**src/rtl/flash_pkg.sv**
```systemverilog
// ---------------------------------------------------------------------------
// flash_pkg
// Shared definitions for the serial flash read path: controller state
// encoding, the flash read opcode and the flash address width.
// ---------------------------------------------------------------------------
package flash_pkg;

  typedef enum logic [2:0] {
    Idle    = 3'd0,
    Command = 3'd1,
    Address = 3'd2,
    Data    = 3'd3,
    Finish  = 3'd4
  } state_e;

  // Plain "read" opcode; shifted out first, MSB first.
  localparam logic [7:0] ReadCommand = 8'h03;

  // Address bits following the opcode (must be a multiple of 8).
  localparam int FlashAddressBitWidth = 24;

endpackage

```
**src/rtl/spi_shifter.sv**
```systemverilog
// ---------------------------------------------------------------------------
// spi_shifter
// 8-bit MSB-first shift register shared by the transmit (command/address)
// and receive (data) directions, with a bit counter marking the last bit.
//
// Ports:
//   clk, rst       system clock, synchronous active-high reset
//   i_load         load i_load_data and restart the bit counter
//   i_load_data    byte to load
//   i_shift        shift left by one, inserting i_shift_in at bit 0
//   i_shift_in     serial input bit (miso)
//   o_data         current register contents
//   o_msb          serial output bit (register bit 7)
//   o_last         bit counter sits on the eighth bit of the byte
// ---------------------------------------------------------------------------
module spi_shifter (
  input  logic       clk,
  input  logic       rst,
  input  logic       i_load,
  input  logic [7:0] i_load_data,
  input  logic       i_shift,
  input  logic       i_shift_in,
  output logic [7:0] o_data,
  output logic       o_msb,
  output logic       o_last
);

  logic [7:0] r_data;
  logic [2:0] r_bit_cnt;

  // Shift register and bit counter; load has priority over shift.
  always_ff @(posedge clk) begin
    if (rst) begin
      r_data    <= 8'h00;
      r_bit_cnt <= 3'd0;
    end else if (i_load) begin
      r_data    <= i_load_data;
      r_bit_cnt <= 3'd0;
    end else if (i_shift) begin
      r_data    <= {r_data[6:0], i_shift_in};
      r_bit_cnt <= r_bit_cnt + 3'd1;
    end else begin
      r_data    <= r_data;
      r_bit_cnt <= r_bit_cnt;
    end
  end

  assign o_data = r_data;
  assign o_msb  = r_data[7];
  assign o_last = (r_bit_cnt == 3'd7);

endmodule

```
**src/rtl/flash_reader.sv**
```systemverilog
// ---------------------------------------------------------------------------
// flash_reader
// SPI mode-0 initiator reading a contiguous byte range from serial flash
// with opcode 0x03. Sends opcode + address MSB first, then returns bytes
// over a valid/ready handshake. SCK runs at clk/2 and parks low while the
// consumer back-pressures.
//
// Ports:
//   clk, rst      system clock, synchronous active-high reset
//   start         request strobe (only honoured in Idle)
//   address       first byte address, captured on start
//   byte_count    number of bytes, captured on start (0 = immediate done)
//   busy          high from the cycle after an accepted start until done
//   done          one-cycle completion pulse, cs_n already high
//   data_out      received byte, stable while data_valid
//   data_valid    data_out holds a byte
//   data_ready    consumer accepts when data_valid && data_ready
//   sclk, cs_n, mosi, miso   flash pins
// ---------------------------------------------------------------------------
module flash_reader
  import flash_pkg::*;
#(
  parameter int AddressBitWidth = FlashAddressBitWidth,
  parameter int CountBitWidth   = 16
) (
  input  logic                       clk,
  input  logic                       rst,
  input  logic                       start,
  input  logic [AddressBitWidth-1:0] address,
  input  logic [CountBitWidth-1:0]   byte_count,
  output logic                       busy,
  output logic                       done,
  output logic [7:0]                 data_out,
  output logic                       data_valid,
  input  logic                       data_ready,
  output logic                       sclk,
  output logic                       cs_n,
  output logic                       mosi,
  input  logic                       miso
);

  localparam int AddressBytes = AddressBitWidth / 8;
  localparam logic [CountBitWidth-1:0] CountZero = CountBitWidth'(0);
  localparam logic [CountBitWidth-1:0] CountOne  = CountBitWidth'(1);

  state_e                     r_state;
  logic                       r_busy;
  logic                       r_done;
  logic [7:0]                 r_data_out;
  logic                       r_data_valid;
  logic                       r_sclk;
  logic                       r_cs_n;
  logic                       r_mosi;
  logic [AddressBitWidth-1:0] r_addr;
  logic [3:0]                 r_addr_left;
  logic [CountBitWidth-1:0]   r_count;

  logic       w_load;
  logic [7:0] w_load_data;
  logic       w_shift;
  logic [7:0] w_shift_data;
  logic       w_msb;
  logic       w_last;

  spi_shifter u_shifter (
    .clk         (clk),
    .rst         (rst),
    .i_load      (w_load),
    .i_load_data (w_load_data),
    .i_shift     (w_shift),
    .i_shift_in  (miso),
    .o_data      (w_shift_data),
    .o_msb       (w_msb),
    .o_last      (w_last)
  );

  // Shifter control: every sclk rising edge either shifts one bit or, on the
  // eighth bit of an outgoing byte, loads the next byte to transmit.
  always_comb begin
    w_load      = 1'b0;
    w_load_data = 8'h00;
    w_shift     = 1'b0;
    case (r_state)
      Idle: begin
        if (start && (byte_count != CountZero)) begin
          w_load      = 1'b1;
          w_load_data = ReadCommand;
        end else begin
          w_load = 1'b0;
        end
      end
      Command, Address: begin
        if (!r_sclk && w_last) begin
          w_load = 1'b1;
          // After the final address byte the register is cleared so that
          // the data phase starts from a known value.
          if ((r_state == Address) && (r_addr_left == 4'd0)) begin
            w_load_data = 8'h00;
          end else begin
            w_load_data = r_addr[AddressBitWidth-1 -: 8];
          end
        end else if (!r_sclk) begin
          w_shift = 1'b1;
        end else begin
          w_shift = 1'b0;
        end
      end
      Data: begin
        // No shifting while a received byte waits for the consumer.
        if (!r_sclk && !r_data_valid) begin
          w_shift = 1'b1;
        end else begin
          w_shift = 1'b0;
        end
      end
      default: begin
        w_shift = 1'b0;
      end
    endcase
  end

  // Transfer FSM: sclk phase, chip select, mosi, handshake and byte counter.
  always_ff @(posedge clk) begin
    if (rst) begin
      r_state      <= Idle;
      r_busy       <= 1'b0;
      r_done       <= 1'b0;
      r_data_out   <= 8'h00;
      r_data_valid <= 1'b0;
      r_sclk       <= 1'b0;
      r_cs_n       <= 1'b1;
      r_mosi       <= 1'b0;
      r_addr       <= '0;
      r_addr_left  <= 4'd0;
      r_count      <= CountZero;
    end else begin
      r_done <= 1'b0;
      case (r_state)
        Idle: begin
          if (start && (byte_count == CountZero)) begin
            r_done <= 1'b1;
          end else if (start) begin
            r_state <= Command;
            r_busy  <= 1'b1;
            r_cs_n  <= 1'b0;
            r_sclk  <= 1'b0;
            r_mosi  <= ReadCommand[7];
            r_addr  <= address;
            r_count <= byte_count;
          end
        end
        Command, Address: begin
          if (!r_sclk) begin
            r_sclk <= 1'b1;
            if (w_last) begin
              if (r_state == Command) begin
                r_state     <= Address;
                r_addr      <= {r_addr[AddressBitWidth-9:0], 8'h00};
                r_addr_left <= 4'(AddressBytes - 1);
              end else if (r_addr_left == 4'd0) begin
                r_state <= Data;
              end else begin
                r_addr      <= {r_addr[AddressBitWidth-9:0], 8'h00};
                r_addr_left <= r_addr_left - 4'd1;
              end
            end
          end else begin
            // Entering a low phase: present the next bit.
            r_sclk <= 1'b0;
            r_mosi <= w_msb;
          end
        end
        Data: begin
          if (r_data_valid) begin
            // Byte pending: sclk parks low until it is taken.
            r_sclk <= 1'b0;
            if (data_ready) begin
              r_data_valid <= 1'b0;
              r_count      <= r_count - CountOne;
              if (r_count == CountOne) begin
                r_state <= Finish;
                r_cs_n  <= 1'b1;
              end
            end
          end else if (!r_sclk) begin
            // Rising sclk samples miso; the eighth sample completes a byte.
            r_sclk <= 1'b1;
            if (w_last) begin
              r_data_out   <= {w_shift_data[6:0], miso};
              r_data_valid <= 1'b1;
            end
          end else begin
            r_sclk <= 1'b0;
            r_mosi <= 1'b0;
          end
        end
        Finish: begin
          r_state <= Idle;
          r_busy  <= 1'b0;
          r_done  <= 1'b1;
          r_sclk  <= 1'b0;
          r_cs_n  <= 1'b1;
        end
        default: begin
          r_state <= Idle;
        end
      endcase
    end
  end

  assign busy       = r_busy;
  assign done       = r_done;
  assign data_out   = r_data_out;
  assign data_valid = r_data_valid;
  assign sclk       = r_sclk;
  assign cs_n       = r_cs_n;
  assign mosi       = r_mosi;

endmodule

```
**config.mk**
```make
export PLATFORM = sky130hd
export DESIGN_NAME = flash_reader
export DESIGN_NICKNAME = d
export VERILOG_FILES = /design/src/rtl/flash_pkg.sv /design/src/rtl/spi_shifter.sv /design/src/rtl/flash_reader.sv
export SDC_FILE = /design/constraint.sdc
export NUM_CORES = 1
export LEC_CHECK = 0
export CORE_ASPECT_RATIO = 0.5
export CORE_MARGIN = 2
export CORE_UTILIZATION = 54
export CTS_CLUSTER_SIZE = 28
export DETAILED_ROUTE_END_ITERATION = 10
export HOLD_SLACK_MARGIN = 0.02
export PLACE_DENSITY_LB_ADDON = 0.1
export SYNTH_ARGS = -nofsm -noshare
export SYNTH_HDL_FRONTEND = slang
export SYNTH_SLANG_ARGS = --single-unit
```
**constraint.sdc**
```tcl
create_clock -name clk -period 3.2 [get_ports clk]
set_input_delay 0.64 -clock clk [delete_from_list [all_inputs] [get_ports clk]]
set_output_delay 0.64 -clock clk [all_outputs]
set_load 0.005 [all_outputs]
```
==> results of run 1 <==
## cell type report
type | count | area (um2)
Tap cell | 92 | 115.1
Multi-Input combinational cell | 321 | 2150
Fill cell | 562 | 2001
Inverter | 12 | 45.04
Clock buffer | 12 | 266.5
Clock inverter | 3 | 40.04
Sequential cell | 72 | 1443
Timing Repair Buffer | 72 | 693.2
## sequential cells by signal, summed over array words and instances, names as in the netlist
register and count:
u_shifter.o_data 8, busy 1, done 1, r_state 3, cs_n 1, u_shifter.r_bit_cnt 3
data_valid 1, r_addr_left 4, sclk 1, mosi 1, data_out 8, r_count 16
r_addr 24
## per-layer routing
metal / GRT usage, % / up-vias / share of wire [%]
li1: - / 1723 / -
met1: 31.04 / 1639 / 44
met2: 44.58 / 147 / 46
met3: 8.696 / 33 / 7.7
met4: 7.902 / 0 / 2.1
met5: 0 / - / 0
## worst paths after layout
path | start | to | slack [ns] | cells after the start
worst max-delay path | byte_count[3] | u_shifter.o_data[5]$_SDFFE_PP0P_ | 0.31 | 7
worst min-delay path | r_addr[14]$_SDFFE_PP0P_ | r_addr[14]$_SDFFE_PP0P_ | 0.47 | 2
worst max register to register | u_shifter.r_bit_cnt[0]$_SDFFE_PP0P_ | r_addr[4]$_SDFFE_PP0P_ | 0.57 | 8
worst min register to register | r_addr[14]$_SDFFE_PP0P_ | r_addr[14]$_SDFFE_PP0P_ | 0.47 | 2
## critical path, stage by stage
cell and delay (ns):
clkdlybuf4s50_1 0.43, or4_4 0.56, o41ai_1 0.56, buf_4 0.22, nor3_1 0.07, nor3_2 0.42, a221oi_1 0.17
## placed cells by master, fill, tap and decap left out, types with 3 or more instances in the layout
| cell type | n |
|---|---|
| a21oi_1 | 21 |
| a21oi_2 | 20 |
| a221oi_1 | 11 |
| a22oi_1 | 3 |
| a31oi_1 | 3 |
| a32oi_1 | 5 |
| buf_4 | 13 |
| clkbuf_16 | 9 |
| clkbuf_8 | 3 |
| clkdlybuf4s50_1 | 57 |
| dfxtp_1 | 71 |
| ha_1 | 5 |
| inv_1 | 12 |
| mux2i_1 | 28 |
| nand2_1 | 31 |
| nand2b_1 | 4 |
| nand3_1 | 14 |
| nand4_1 | 5 |
| nor2_1 | 29 |
| nor2b_1 | 4 |
| nor3_1 | 14 |
| nor3b_1 | 3 |
| nor4_1 | 4 |
| o21ai_0 | 21 |
| o21ai_1 | 16 |
| o21ai_2 | 5 |
| o31ai_1 | 4 |
| o41ai_1 | 3 |
| or2_2 | 3 |
| or3_1 | 20 |
| or4_1 | 5 |
| or4b_2 | 9 |
| xnor2_1 | 3 |
## synthesized netlist by cell type (2+ instances only)
master    number  share of area, %
inv_1         12               1.2
nor2b_1        4              0.66
nor3_1        14               1.8
o21ai_1       16               2.1
nand2_1       31               3.1
o41ai_1        3              0.69
buf_2         10               1.3
xnor2_1        3              0.69
nor2_1        29               2.9
or4b_2         9               2.4
a31oi_1        3              0.49
o31ai_1        4              0.79
a32o_1         2              0.53
a21oi_1       21               2.8
clkbuf_1      20               2.0
dfxtp_1       72                38
a221oi_1      11               2.5
mux2i_1       28               7.4
o32ai_1        2              0.46
o21ai_0       21               2.8
nor3_2         2              0.53
or4_1          5              0.99
nand4_1        5              0.82
a22oi_1        3              0.59
ha_1           5               1.6
nor3b_1        3              0.59
nand3_1       14               1.8
or4_4          2              0.59
nand2b_1       4              0.66
a32oi_1        5               1.2
o21ai_2        5               1.2
or3_1         20               3.3
a21oi_2       20               4.6
or2_2          3              0.49
nor4_1         4              0.66
xor2_1         2              0.46
## power by group through the flow
stage	clock network (mW)	registers [mW]	logic, mW
2_1_floorplan	0	1.06	0.477
3_5_place_dp	0	1.09	0.632
6_report	1.03	1.07	0.644
4_1_cts	1.04	1.07	0.638
5_1_grt	1.09	1.08	0.702
3_3_place_gp	0	1.08	0.614
## logic make-up after synthesis
logic type                 count (synthesis)  synth area share, %
and+or+nand+nor                          156                22.76
AOI/OAI and AO/OA                        127                23.32
DFF                                       72                37.94
buffers and inverters                     46                5.797
muxes                                     28                7.378
xor gates and xnor gates                   5                1.153
adders and majority gates                  5                1.647
## metrics by stage
stage	power (mW)	worst slack, ns	cells	hold slack (ns)
6_report	2.742	0.3137	584	0.4652
5_1_grt	2.879	0.2766	584	0.4841
4_1_cts	2.748	0.3796	584	0.4654
3_5_place_dp	1.718	0.05019	569	0.4557
3_3_place_gp	1.698	0.1003	569	0.4482
2_1_floorplan	1.532	0.6694	439	0.4397
==> qor.csv, run 1 <==
stage,metric,value,unit
pwr,power_frac_clock,37.4,%
global_route,grt_max_degree,60,
logic_synthesis,synthCells,439,
routing,totalWireLength,9.631,mm
place,io_buffers,58,
clock_tree,cts_made_buffers,9,
global_route,track_usage,26.07,%
timing,skew,0.004826,ns
logic_synthesis,synth_area_per_cell,8.653,um2
floorplan,fp.dieH,63.31,um
routing,ant_nets,0,
routing,remaining_drc_errors,0,
critical_path,critPathRequiredTime,3.39,ns
pwr,p_per_area,577.0,mW/mm2
critical_path,arrival,3.08,ns
timing,setup_viol,0,
timing,tightest_slew,0.8036,ns
pwr,p_sw_share,29.04,%
timing,rsz0062_at_grt,false,
pwr,irDropWorstVdd,0.2594,mV
clock_tree,clk_pin_slew,0.05,ns
critical_path,critPathMaxFanout,6,
global_route,grt_pass1_vias,3414,
place,placed_cell_area,0.004446,mm2
floorplan,rows,21,
critical_path,cp-end-kind,flip-flop,
routing,via_count,3542,
routing,via_per_inst,6.065,
pwr,p_comb_share,23.5,%
global_route,overflow,0,
timing,finalMaxSlewViolations,0,
finish,diodes,0,
pwr,power_frac_seq,39.1,%
finish,fin_util,70.37,%
timing,period_needed,2.886,ns
clock_tree,cts_tree,built,
floorplan,floorplan.initialDensity,56.25,%
min_path,hold_path_class,reg -> reg,
timing,fin_crit_sh,90.20,%
routing,routedWlPerCell,16.49,um
place,dp_hpwl,6.687,mm
global_route,grt_pass1_wl,15.84,mm
floorplan,fp.dieW,122.6,um
floorplan,coreArea,0.006753,mm2
clock_tree,post_cts_buffers,0,
global_route,antenna_found_initial,0,
routing,drt_iter0_drc,415,
pwr,cellInternalPower,1.946,mW
floorplan,ioPinCount,59,
clock_tree,cts_resized,0,
timing,slew-limit-headroom,46.13,%
place,gp_congestion,0.9650,
clock_tree,clk_path_buf_depth,2,
finish,nets,538,
logic_synthesis,yosys_warnings,0,
logic_synthesis,async_flop_share,0,%
logic_synthesis,synth_seq_cells,72,
finish,stdcell_area,0.004752,mm2
pwr,leakage,1.629,nW
pwr,p_switching,0.7964,mW
clock_tree,htreeDepth,3,
finish,drive_above_1_share,15.45,%
floorplan,die_area,0.007762,mm2
clock_tree,clk_latency,0.33,ns
clock_tree,clock_sinks,72,
logic_synthesis,synth_cell_types,58,
logic_synthesis,syn_nets,489,
logic_synthesis,yosysSeqAreaShare,37.94,%
logic_synthesis,synth-edff-count,0,
timing,hold_viol,0,
timing,tns,0,ns
clock_tree,cts-root-buf,clkbuf_16,
logic_synthesis,synth_flop_cell,dfxtp_1,
logic_synthesis,syn_area,0.003799,mm2
status,status,"finished, final reports clean",
run,maxCapViolCount,0,
timing,max_freq,0.3465,GHz
critical_path,start_kind,input pin,
clock_tree,hold_buffers,0,
critical_path,worstSetupPathType,in -> reg,
routing,first_pass_iters,5,
finish,syn_to_final_growth,25.10,%
No activity file was read; power rests on OpenSTA's default activity.
==> run 2: changes to the inputs <==
--- a/config.mk
+++ b/config.mk
@@ -7,7 +7,8 @@
 export LEC_CHECK = 0
 export CORE_ASPECT_RATIO = 0.5
 export CORE_MARGIN = 2
-export CORE_UTILIZATION = 54
+export CORE_UTILIZATION = 56
+export CTS_BUF_LIST = sky130_fd_sc_hd__clkbuf_8
 export CTS_CLUSTER_SIZE = 28
 export DETAILED_ROUTE_END_ITERATION = 10
 export HOLD_SLACK_MARGIN = 0.02
==> run 2 against run 1 <==
First-iteration DRC count is 21% lower. Worst hold slack better by 0.0024 ns. Setup slack better by 0.069 ns. Core utilization is 0.41 points higher. Critical endpoint is now u_shifter.o_data[2]$_SDFFE_PP0P_. Largest cell class unchanged. Largest power group unchanged.
==> qor.csv, run 2 (synthesis results as in run 1) <==
stage,metric,value,unit,change
status,status,"finished, final reports clean",,
global_route,grt_max_degree,53,,-12%
min_path,hp-start,r_addr[14]$_SDFFE_PP0P_,,
critical_path,arrival,3.03,ns,-0.05 ns
critical_path,reg2reg_from,u_shifter.r_bit_cnt[0]$_SDFFE_PP0P_,,
clock_tree,cts-root-buf,clkbuf_8,,
critical_path,critPathRequiredTime,3.41,ns,+0.02 ns
pwr,power_frac_seq,42.9,%,+3.8 points
floorplan,coreArea,0.006621,mm2,-1.9%
finish,fin_util,70.79,%,+0.41 points
critical_path,critPathLaunch,byte_count[3],,
floorplan,ioPinCount,59,,unchanged
timing,hold_viol,0,,unchanged
clock_tree,cts_made_buffers,9,,unchanged
floorplan,die_area,0.007498,mm2,-3.4%
timing,hold_slack,0.4676,ns,+0.002408 ns
pwr,irDropWorstVdd,0.2475,mV,-4.6%
min_path,hold_path_class,reg -> reg,,
pwr,cellInternalPower,1.734,mW,-11%
timing,slew-limit-headroom,44.48,%,-1.7 points
global_route,overflow,0,,unchanged
global_route,grt_pass1_vias,3388,,-0.76%
place,dp_hpwl,6.735,mm,+0.72%
critical_path,start_kind,input pin,,
pwr,p_switching,0.7612,mW,-4.4%
critical_path,worstSetupPathType,in -> reg,,
finish,syn_to_final_growth,23.39,%,
pwr,p_comb_share,25.7,%,+2.2 points
timing,max_freq,0.3549,GHz,+2.4%
clock_tree,cts_tree,built,,
critical_path,cp-end-kind,flip-flop,,
clock_tree,clk_latency,0.35,ns,+0.02 ns
place,gp_congestion,0.9659,,about the same
pwr,power_frac_clock,31.3,%,-6.1 points
global_route,grt_pass1_wl,15.66,mm,-1.2%
clock_tree,cts_resized,0,,unchanged
timing,setup_viol,0,,unchanged
finish,regMostFlops,r_addr,,
timing,tightest_slew,0.8283,ns,+0.02462 ns
clock_tree,clk_pin_slew,0.08,ns,+0.03 ns
routing,via_per_inst,6.068,,about the same
critical_path,reg2reg_depth,8,,unchanged
routing,first_pass_iters,6,,+1
finish,final_common_cell,dfxtp_1,,
global_route,track_usage,25.73,%,-0.33 points
pwr,p_total,2.495,mW,-9.0%
routing,routedWlPerCell,16.25,um,-1.4%
timing,period_needed,2.818,ns,-0.06853 ns
clock_tree,clk_path_buf_depth,2,,unchanged
routing,drt_iter0_drc,328,,-21%
routing,via_count,3562,,+0.56%
floorplan,fp.dieH,62.24,um,-1.7%
floorplan,fp.dieW,120.5,um,-1.7%
clock_tree,htreeDepth,3,,unchanged
routing,remaining_drc_errors,0,,unchanged
finish,nets,540,,+0.37%
pwr,leakage,1.601,nW,-1.8%
critical_path,path_cells,clkdlybuf4s50_1 > or4_4 > o41ai_1 > buf_4 > nor3_1 > nor3_2 > a221oi_1,,
critical_path,cpPeakStageDelay,0.56,ns,about the same
timing,skew,0.008844,ns,+0.004018 ns
finish,drive_above_1_share,15.96,%,+0.51 points
critical_path,critPathSlowestCell,or4_4,,
finish,most-common-layout-cells,"dfxtp_1 (71), clkdlybuf4s50_1 (57), nand2_1 (31)",,
timing,fin_crit_sh,88.06,%,-2.1 points
routing,ant_nets,0,,unchanged
floorplan,floorplan.initialDensity,57.37,%,+1.1 points
clock_tree,hold_buffers,0,,unchanged
critical_path,critPathMaxFanout,6,,unchanged
finish,largest_register_ffs,24,,unchanged
run,maxCapViolCount,0,,unchanged
finish,reg.largest.list,"r_addr: 24 flops, r_count: 16 flops",,
timing,tns,0,ns,unchanged
pwr,p_sw_share,30.51,%,+1.5 points
pwr,p_per_area,532.4,mW/mm2,-7.7%
global_route,antenna_found_initial,0,,unchanged
floorplan,rows,21,,unchanged
routing,totalWireLength,9.541,mm,-0.93%
clock_tree,post_cts_buffers,0,,unchanged
place,io_buffers,58,,unchanged
finish,diodes,0,,unchanged
min_path,worstHoldPathCells,2,,unchanged
timing,rsz0062_at_grt,false,,
timing,finalMaxSlewViolations,0,,unchanged
clock_tree,clock_sinks,72,,unchanged
==> run 2: critical path: cells and delay by family <==
kind	cells	cell delay [ns]
AOI/OAI and AO/OA	2	0.70
buffers and inverters	2	0.64
and+or+nand+nor	3	1.04
==> run 2: final timing paths <==
path                                      end  slack, ns
max reg2reg            r_addr[5]$_SDFFE_PP0P_       0.52
min reg2reg           r_addr[14]$_SDFFE_PP0P_       0.47
max          u_shifter.o_data[2]$_SDFFE_PP0P_       0.38
min                   r_addr[14]$_SDFFE_PP0P_       0.47
==> run 2: metrics by stage <==
step	area, um2	worst slack, ns	instances
5_1_grt	4687	0.3367	587
6_report	4687	0.3822	587
4_1_cts	4687	0.4535	587
3_5_place_dp	4461	0.09206	571
3_3_place_gp	4461	0.1247	571
2_1_floorplan	3799	0.6694	439
==> run 2: power by group through the flow <==
stage | sequential [mW] | clock [mW] | combinational, mW
4_1_cts | 1.07 | 0.801 | 0.637
6_report | 1.07 | 0.782 | 0.643
3_3_place_gp | 1.08 | 0 | 0.617
3_5_place_dp | 1.09 | 0 | 0.633
2_1_floorplan | 1.06 | 0 | 0.477
5_1_grt | 1.08 | 0.846 | 0.704
==> run 2: final cells by class <==
| type | count | area, um2 |
|---|---|---|
| clock buffers | 13 | 178.9 |
| well taps | 92 | 115.1 |
| repair buffers | 74 | 708.2 |
| flip-flops and latches | 72 | 1443 |
| multi-input cells | 321 | 2150 |
| inverters | 12 | 45.04 |
| fillers | 532 | 1934 |
| clock inverters | 3 | 47.55 |
==> run 2: layer usage <==
metal  share of wire, %  wire length, um  track usage (%)  vias up
li1                   -                -                -     1734
met1                 46             4412            33.62     1683
met2                 47             4445            42.87      134
met3                6.5              620            6.526       11
met4               0.66               63            6.250        0
met5                  0                0                0        -
